$ cat config.mk
export PLATFORM = sky130hd
export DESIGN_NAME = ifetch
export DESIGN_NICKNAME = d
export VERILOG_FILES = /design/src/rtl/ifetch.sv
export SDC_FILE = /design/constraint.sdc
export NUM_CORES = 1
export LEC_CHECK = 0
export CAP_MARGIN = 5
export CORE_ASPECT_RATIO = 0.8
export CORE_MARGIN = 4
export CORE_UTILIZATION = 45
export DETAILED_ROUTE_END_ITERATION = 10
export HOLD_SLACK_MARGIN = 0.08
export PLACE_DENSITY_LB_ADDON = 0.3
export SYNTH_ARGS = -nofsm -noshare
export SYNTH_HDL_FRONTEND = slang
export SYNTH_SLANG_ARGS = --single-unit
$ cat constraint.sdc
create_clock -name clk -period 4.77 [get_ports clk]
set_input_delay 0.477 -clock clk [delete_from_list [all_inputs] [get_ports clk]]
set_output_delay 0.477 -clock clk [all_outputs]
set_load 0.02 [all_outputs]
$ cat src/rtl/ifetch.sv
// Instruction fetch unit: owns the PC, streams sequential word addresses to
// the one-cycle instruction RAM, pairs each returned word with its address
// and hands it to decode.
//
// Decode handshake: a transfer happens on every cycle where instr_valid and
// instr_ready are both 1. While instr_valid=1 and instr_ready=0, instr and
// instr_pc hold steady (the RAM re-reads the same word) unless a redirect or
// reset intervenes. instr_valid never depends on instr_ready.
module ifetch #(
  parameter logic [11:0] RESET_ADDR = 12'h000,
  parameter int          PC_STEP    = 4
) (
  input  logic        clk,
  input  logic        reset,
  input  logic        run,
  output logic [11:0] imem_addr,
  output logic        imem_read_not_write,
  input  logic [23:0] imem_data,
  output logic        instr_valid,
  input  logic        instr_ready,
  output logic [23:0] instr,
  output logic [11:0] instr_pc,
  input  logic        redirect_valid,
  input  logic [11:0] redirect_pc,
  output logic [15:0] instr_count,
  output logic        state_dbg
);

  localparam logic [11:0] STEP = 12'(PC_STEP);

  // FETCH while fetching or still presenting a word; IDLE once fully drained.
  typedef enum logic {
    IDLE  = 1'b0,
    FETCH = 1'b1
  } state_t;

  state_t      state;
  state_t      state_next;
  logic [11:0] pc;
  logic [11:0] pc_next;
  logic [11:0] resp_pc;
  logic [11:0] resp_pc_next;
  logic        resp_valid;
  logic        resp_valid_next;
  logic [11:0] redirect_target;
  logic        stall;
  logic        accept;

  // Redirect targets are always word aligned; low bits are dropped.
  assign redirect_target = redirect_pc & 12'hFFC;

  // A redirect kills the word in flight, so it never stalls the pipe.
  assign stall  = resp_valid & ~instr_ready & ~redirect_valid;

  // Reset masks the presented word even if one was live before reset.
  assign instr_valid = resp_valid & ~redirect_valid & ~reset;
  assign instr       = instr_valid ? imem_data : 24'h0;
  assign instr_pc    = reset ? RESET_ADDR : resp_pc;
  assign accept      = instr_valid & instr_ready;

  assign imem_read_not_write = 1'b1;
  assign state_dbg           = state;

  // Next-state selection: redirect > stall > issue > idle; reset in the register.
  always_comb begin
    pc_next         = pc;
    resp_pc_next    = resp_pc;
    resp_valid_next = resp_valid;
    imem_addr       = pc;
    if (reset) begin
      imem_addr = RESET_ADDR;
    end else if (redirect_valid) begin
      imem_addr       = redirect_target;
      resp_pc_next    = redirect_target;
      resp_valid_next = run;
      pc_next         = redirect_target + STEP;
    end else if (stall) begin
      // Re-read the held address so the RAM output register keeps the word.
      imem_addr = resp_pc;
    end else if (run) begin
      resp_pc_next    = pc;
      resp_valid_next = 1'b1;
      pc_next         = pc + STEP;
    end else begin
      resp_valid_next = 1'b0;
    end
    state_next = (run || resp_valid_next) ? FETCH : IDLE;
  end

  // PC, response tracking and FSM state registers.
  always_ff @(posedge clk) begin
    if (reset) begin
      pc         <= RESET_ADDR;
      resp_pc    <= RESET_ADDR;
      resp_valid <= 1'b0;
      state      <= IDLE;
    end else begin
      pc         <= pc_next;
      resp_pc    <= resp_pc_next;
      resp_valid <= resp_valid_next;
      state      <= state_next;
    end
  end

  // Accepted-instruction counter; wraps silently at 16 bits.
  always_ff @(posedge clk) begin
    if (reset) begin
      instr_count <= 16'h0000;
    end else if (accept) begin
      instr_count <= instr_count + 16'h0001;
    end
  end

endmodule
==> qor.txt, run 1 <==
OUTCOME
--------------------------------------------------------------------------------------
Run status                                                                complete, no violations

CLOCK NETWORK
--------------------------------------------------------------------------------------
Worst skew pair latency                                                         290 ps
Clock sink count                                                                    38
Hold buffer count at cts                                                             0
Number of gates resized after CTS                                                    0
H-tree depth                                                                         2
Number of clock buffers inserted by TritonCTS                                        5
Clock slew at the register clock pins of the worst setup and hold paths          70 ps
TritonCTS clock tree                                                               yes
Clock root cell                                                           sky130_fd_sc_hd__clkbuf_8
Max Root-Sink Buffers                                                                2
Post-CTS setup buffer count                                                          0

DRT
--------------------------------------------------------------------------------------
Pre-Repair DR Iteration Count                                                        5
Antenna Nets Post-Route                                                              0
Total number of vias                                                             2,431
First DRT Iteration DRCs                                                           153
WL/cell                                                                       14.76 um
Total wire length                                                             6.686 mm
Total DRC errors in the routed layout                                                0
Number of vias per cell                                                          5.366

SYNTHESIS
--------------------------------------------------------------------------------------
Most used flip-flop cell after synthesis                                  sky130_fd_sc_hd__dfxtp_1
Area leader, netlist                                                      sky130_fd_sc_hd__dfxtp_1
Post-synthesis adder-cell area fraction                                         1.074%
Post-synthesis instance total                                                      300
Main area contributors after synthesis                                    sky130_fd_sc_hd__dfxtp_1 (33%), sky130_fd_sc_hd__and2_1 (7.0%), sky130_fd_sc_hd__nor2_1 (6.3%)
Number of enable flip-flop cells after synthesis                                     0
Simple logic cell fraction of the synthesized area                              35.05%
Asr flop ratio synth                                                                0%
Synthesis Warnings                                                                   0
Post-synthesis mux area share                                                   5.260%
Yosys reg bits                                                                      38
Share of the synthesized area in compound gates (AO/OA/AOI/OAI)                 11.16%
Post-Synthesis Cell Area                                                     2331 um^2
Synthesized-area fraction occupied by xor and xnor cells                        9.018%
Mean cell area of the mapped netlist                                        7.770 um^2
Portion of the post-synthesis area used by sequential elements                  32.64%
Area fraction of the dominant cell type after synthesis                         32.64%
Count of distinct cell types in the synthesized netlist                             42
Library cell with the highest instance count after synthesis              sky130_fd_sc_hd__nor2_1
Most numerous cell types in the synthesized netlist                       sky130_fd_sc_hd__nor2_1 (39), sky130_fd_sc_hd__dfxtp_1 (38), sky130_fd_sc_hd__nand2_1 (27), sky130_fd_sc_hd__and2_1 (26), sky130_fd_sc_hd__nand3_1 (15)
Dominant combinational cell family by area after synthesis                simple AND/OR/NAND/NOR gates

POWER
--------------------------------------------------------------------------------------
Pwr dens                                                                  246.9 nW/um^2
Max rail drop VDD                                                            0.2172 mV
Static power due to leakage                                                   1.305 nW
Power, Total                                                               0.0008567 W

CRITICAL PATH
--------------------------------------------------------------------------------------
Arrival time of the worst setup path                                           2790 ps
Critical path startpoint                                                   instr_ready
Required time of the critical path                                             4290 ps
Startpoint of the worst-slack reg-to-reg timing path                        resp_valid
Type of destination of the critical path                                  primary output
Type of the worst setup path                                                    in2out
CP Max Fanout                                                                       14
Crit start category                                                          input pin

GLOBAL ROUTE
--------------------------------------------------------------------------------------
Met2 usage in global routing                                                    31.62%
Vias in the first global route                                                   2,169
Total global routing overflow                                                        0
Total GRT Usage                                                                 20.69%
Largest net degree at the start of global routing                                   51
Global-route wire length before repair                                        10.61 mm
Busiest grt layer                                                                 met2
Met1 routing resource usage after global routing                                29.67%
GR Util met3                                                                    3.292%
Antenna violations before repair                                                     0

PLACED DESIGN
--------------------------------------------------------------------------------------
Half-perimeter wire length of the detailed placement result                   4.938 mm
Final RePlAce weighted congestion                                               0.8292
Buffers on Ports                                                                   100
Post-detailed-placement cell area                                            3327 um^2

TIMING
--------------------------------------------------------------------------------------
Number of setup violations in the final report                                       0
Setup repair after global routing missed its margin                              false
Worst clock skew                                                              5.308 ps
Final setup TNS                                                                   0 ps
Hold violation total from the final report                                           0
Time the final worst path needs with I/O delays and setup                      3271 ps
Max-slew headroom at the worst pin                                              54.17%
Number of max-slew violations in the final report                                    0
Final Cycle Share                                                               68.58%
Actual transition at the worst max-transition pin                             686.1 ps
Highest clock rate                                                           305.7 MHz

WORST HOLD PATH
--------------------------------------------------------------------------------------
Worst Min Path Start                                                            pc[11]
Worst hold-check path type                                                     reg2reg

DIE
--------------------------------------------------------------------------------------
Boundary Pins                                                                      108
Height of the chip                                                            72.38 um
Area of the core region                                                      5007 um^2
Die area                                                                     6403 um^2
Width of the chip                                                             88.47 um
Starting density of the core                                                    46.55%
# rows                                                                              23

RUN
--------------------------------------------------------------------------------------
# Max-Cap Violations                                                                 0

LAYOUT
--------------------------------------------------------------------------------------
Area growth syn-to-layout                                                       48.85%
Area of all placed cells without fillers                                     3470 um^2
Diodes inserted                                                                      0
Fill cell total of the finished layout                                             405
Layout Utilization                                                              69.29%
Number of nets in the final layout                                                 433
Share of cells above drive strength 1                                           4.092%

-- routing by layer --
| metal | share of wire, % | wire [um] | vias to the layer above |
|---|---|---|---|
| met3 | 5.7 | 379 | 8 |
| met5 | 0 | 0 | - |
| met2 | 48 | 3192 | 79 |
| met1 | 45 | 3001 | 1140 |
| met4 | 1.7 | 112 | 0 |
| li1 | - | - | 1204 |
-- metrics by stage --
step,hold slack (ps),std cells,setup slack (ps)
after floorplan,431.3,303,2569
after global placement,440.9,445,1506
after detailed placement,449.4,445,1520
after CTS,479.0,453,1499
after global routing,511.6,453,1355
final,475.9,453,1499
-- cell families after synthesis --
group           after synthesis
compound gates               42
xor+xnor                     24
fa+ha+maj                     2
buf+inv                      27
flops                        38
mux                          12
other cells                   2
simple gates                153
-- flip-flops by register name (all words and copies together) (netlist names) --
| register | count |
|---|---|
| instr_count | 16 |
| pc | 10 |
| resp_pc | 10 |
| resp_valid | 1 |
| state_dbg | 1 |
-- final cells by class --
type                            instances  area (um^2)  share of cell area, %
Multi-Input combinational cell        238         1454                  41.90
Timing Repair Buffer                  102         1016                  29.28
Sequential cell                        38        760.7                  21.93
Clock buffer                            6        82.58                  2.380
Tap cell                               62        77.57                  2.236
Clock inverter                          2        60.06                  1.731
Inverter                                5        18.77                 0.5409
-- path summary, 6_finish.rpt --
path                                      to  slack (ps)  cells past startpoint
worst max-delay path            imem_addr[2]        1500                      6
worst min-delay path                  pc[11]         480                      2
worst max register to register    resp_pc[6]        2630                      5
worst min register to register        pc[11]         480                      2
-- cells in the final DEF, fill, tap and decap left out, types with 2 or more instances in the layout --
cell type,n
sky130_fd_sc_hd__nor2_1,39
sky130_fd_sc_hd__a31oi_1,7
sky130_fd_sc_hd__buf_4,2
sky130_fd_sc_hd__nor3_1,6
sky130_fd_sc_hd__o21ai_1,3
sky130_fd_sc_hd__nand4_1,9
sky130_fd_sc_hd__nand2b_1,2
sky130_fd_sc_hd__nand3_1,15
sky130_fd_sc_hd__and4_1,4
sky130_fd_sc_hd__xnor2_1,10
sky130_fd_sc_hd__nor2b_1,11
sky130_fd_sc_hd__clkdlybuf4s50_1,100
sky130_fd_sc_hd__and3_1,4
sky130_fd_sc_hd__clkbuf_8,6
sky130_fd_sc_hd__a311oi_1,2
sky130_fd_sc_hd__xor2_1,14
sky130_fd_sc_hd__a21oi_1,13
sky130_fd_sc_hd__mux2_2,2
sky130_fd_sc_hd__nand2_1,27
sky130_fd_sc_hd__inv_1,4
sky130_fd_sc_hd__ha_1,2
sky130_fd_sc_hd__dfxtp_1,38
sky130_fd_sc_hd__a211oi_1,8
sky130_fd_sc_hd__conb_1,5
sky130_fd_sc_hd__and2_1,26
sky130_fd_sc_hd__nand4b_1,2
sky130_fd_sc_hd__mux2i_1,10
sky130_fd_sc_hd__bufinv_16,2
sky130_fd_sc_hd__o21ai_0,5
-- critical path, stage by stage --
cell and delay, ps:
sky130_fd_sc_hd__clkdlybuf4s50_1 520, sky130_fd_sc_hd__nand2b_1 470, sky130_fd_sc_hd__nor2_1 440, sky130_fd_sc_hd__nor2_1 70, sky130_fd_sc_hd__nor3_1 160, sky130_fd_sc_hd__clkdlybuf4s50_1 640
-- power by group --
part           total, W  internal (W)  switching, W
registers      0.000347      0.000332     0.0000148
clock network  0.000339      0.000223      0.000116
logic          0.000171     0.0000845     0.0000866
No activity file was read; power rests on OpenSTA's default activity.
==> run 2: changes to the inputs <==
- CORE_UTILIZATION: 45 -> 42
- clock period: 4.77 -> 3.4 ns (I/O delays scaled with it)
==> run 2 against run 1 <==
Wire length rose by 0.19%. Die area up 6.4%. First-iteration DRC count up 33%. Critical path type unchanged. Clock skew is 1.4 ps lower. Sequential power up 40%. Clock-buffer cell count grew 1. Non-clock buffer count increased by 3. Critical endpoint unchanged. Combinational power rose by 43%. Clock power down 5%.
==> qor.txt, run 2 (synthesis gave the netlist of run 1 again) <==
OUTCOME
--------------------------------------------------------------------------------------
Run status                                                                complete, no violations

LAYOUT
--------------------------------------------------------------------------------------
Fill cell total of the finished layout                                             452
Area growth syn-to-layout                                                       47.61%
Area of all placed cells without fillers                                     3441 um^2
Most common library cell in the layout ignoring fill and taps             sky130_fd_sc_hd__clkdlybuf4s50_1
Share of cells above drive strength 1                                           4.569%
Diodes inserted                                                                      0
Commonest cells after routing, fill and taps aside                        sky130_fd_sc_hd__clkdlybuf4s50_1 (100), sky130_fd_sc_hd__nor2_1 (39), sky130_fd_sc_hd__dfxtp_1 (38), sky130_fd_sc_hd__nand2_1 (27), sky130_fd_sc_hd__and2_1 (26)
Max reg flops                                                                       16
Largest registers                                                         instr_count x16, pc x10, resp_pc x10
Sequential cell area                                                        760.7 um^2
Layout Utilization                                                              66.43%
Register bank with the most flops                                          instr_count
Area used by multi-input combinational logic                                 1454 um^2
Count of placed standard cells in the final layout, fillers left out               456
Number of nets in the final layout                                                 436

CRITICAL PATH
--------------------------------------------------------------------------------------
Cells traversed along the worst timing path                               clkdlybuf4s50_1 -> nand2b_1 -> nor2_1 -> nor2_1 -> nor3_1 -> clkdlybuf4s50_1
Type of the worst setup path                                                    in2out
Critical path's top delay family                                          buffers and inverters
CP Max Fanout                                                                       10
Largest incremental delay on the critical path                                  640 ps
Number of buffer and inverter stages on the critical path                            2
Type of destination of the critical path                                  primary output
Arrival time of the worst setup path                                           2560 ps
Crit start category                                                          input pin
Required time of the critical path                                             3060 ps
Critical-path cell with the highest stage delay                           sky130_fd_sc_hd__clkdlybuf4s50_1

PLACED DESIGN
--------------------------------------------------------------------------------------
Placed cell count                                                                  448
Half-perimeter wire length of the detailed placement result                   4.956 mm
Post-detailed-placement cell area                                            3349 um^2
Final RePlAce weighted congestion                                               0.8589
Buffers on Ports                                                                   100

POWER
--------------------------------------------------------------------------------------
Static power due to leakage                                                   1.296 nW
Pwr dens                                                                  305.3 nW/um^2
Max rail drop VDD                                                            0.1725 mV

CLOCK NETWORK
--------------------------------------------------------------------------------------
Number of clock buffers inserted by TritonCTS                                        5
Clock slew at the register clock pins of the worst setup and hold paths          70 ps
H-tree depth                                                                         2
Clock sink count                                                                    38
Hold buffer count at cts                                                             0
Number of gates resized after CTS                                                    0
Max Root-Sink Buffers                                                                2
Post-CTS setup buffer count                                                          0
Clock root cell                                                           sky130_fd_sc_hd__clkbuf_8
Worst skew pair latency                                                         290 ps
TritonCTS clock tree                                                               yes

DIE
--------------------------------------------------------------------------------------
Starting density of the core                                                    45.00%
Width of the chip                                                             91.29 um
# rows                                                                              23
Height of the chip                                                            74.64 um
Die area                                                                     6813 um^2
Area of the core region                                                      5180 um^2
Boundary Pins                                                                      108

TIMING
--------------------------------------------------------------------------------------
Number of setup violations in the final report                                       0
Actual transition at the worst max-transition pin                             642.5 ps
Highest clock rate                                                           345.3 MHz
Final Cycle Share                                                               85.17%
Max-slew headroom at the worst pin                                              57.08%
Number of max-slew violations in the final report                                    0
Worst clock skew                                                              3.911 ps
Worst hold margin                                                             473.4 ps
Setup repair after global routing missed its margin                              false
Time the final worst path needs with I/O delays and setup                      2896 ps
Final setup TNS                                                                   0 ps
Hold violation total from the final report                                           0

GLOBAL ROUTE
--------------------------------------------------------------------------------------
Largest net degree at the start of global routing                                   50
Total GRT Usage                                                                 19.11%
Global-route wire length before repair                                        10.49 mm
Total global routing overflow                                                        0
Vias in the first global route                                                   2,188
Antenna violations before repair                                                     0

DRT
--------------------------------------------------------------------------------------
Routed length on met1                                                         2.870 mm
Amount of wire on met3 after detailed routing                                   592 um
Total wire length                                                             6.699 mm
Highest routed metal layer                                                        met4
Antenna Nets Post-Route                                                              0
Pre-Repair DR Iteration Count                                                        5
WL/cell                                                                       14.69 um
Total DRC errors in the routed layout                                                0
Number of vias per cell                                                          5.292
Total number of vias                                                             2,413
First DRT Iteration DRCs                                                           203
Met2 wire length                                                              3.157 mm

RUN
--------------------------------------------------------------------------------------
# Max-Cap Violations                                                                 0

WORST HOLD PATH
--------------------------------------------------------------------------------------
Worst hold-check path type                                                     reg2reg

run 2: cell types whose count changed in the layout (fill, tap and decap cells not counted):
cell	previous run	this run
sky130_fd_sc_hd__buf_4	2	5
sky130_fd_sc_hd__clkinv_2	0	1
sky130_fd_sc_hd__clkbuf_1	0	1
sky130_fd_sc_hd__bufinv_16	2	0
run 2: tightest hold or removal path: cells and delay by family (launching register included):
family / cells / cell delay (ps)
and+or+nand+nor: 1 / 50
AOI/OAI and AO/OA: 1 / 60
DFF: 1 / 320
run 2: layout make-up:
cell class	instances	area share (%)
Multi-Input combinational cell	238	42.25
Clock inverter	1	0.1455
Clock buffer	7	2.509
Tap cell	62	2.255
Inverter	5	0.5455
Timing Repair Buffer	105	30.18
Sequential cell	38	22.11
run 2: path summary, 6_finish.rpt:
check	startpoint	end	slack (ps)	cells after the start
hold reg to reg	pc[11]	pc[11]	470	2
setup / recovery	instr_ready	imem_addr[2]	500	6
setup reg to reg	resp_valid	resp_pc[3]	1360	7
hold / removal	pc[11]	pc[11]	470	2
run 2: report_power, final:
| part | leakage [nW] | switching (W) | internal [W] |
|---|---|---|---|
| logic | 0.936 | 0.000122 | 0.000121 |
| registers | 0.311 | 0.0000202 | 0.000465 |
| clock network | 0.0482 | 0.000157 | 0.000164 |
| total | 1.30 | 0.000300 | 0.000750 |
run 2: routing by layer:
layer / global-route usage [%] / vias up
li1: - / 1204
met1: 25.66 / 1092
met2: 30.59 / 108
met3: 4.895 / 9
met4: 6.187 / 0
met5: 0 / -
run 2: per-stage QoR:
| step | power [W] | worst slack, ps |
|---|---|---|
| floorplan | 0.0006265 | 1397 |
| global placement | 0.0007332 | 501.2 |
| detailed placement | 0.0007383 | 527.6 |
| CTS | 0.001060 | 506.8 |
| global route | 0.001098 | 285.9 |
| finish | 0.001050 | 504.1 |
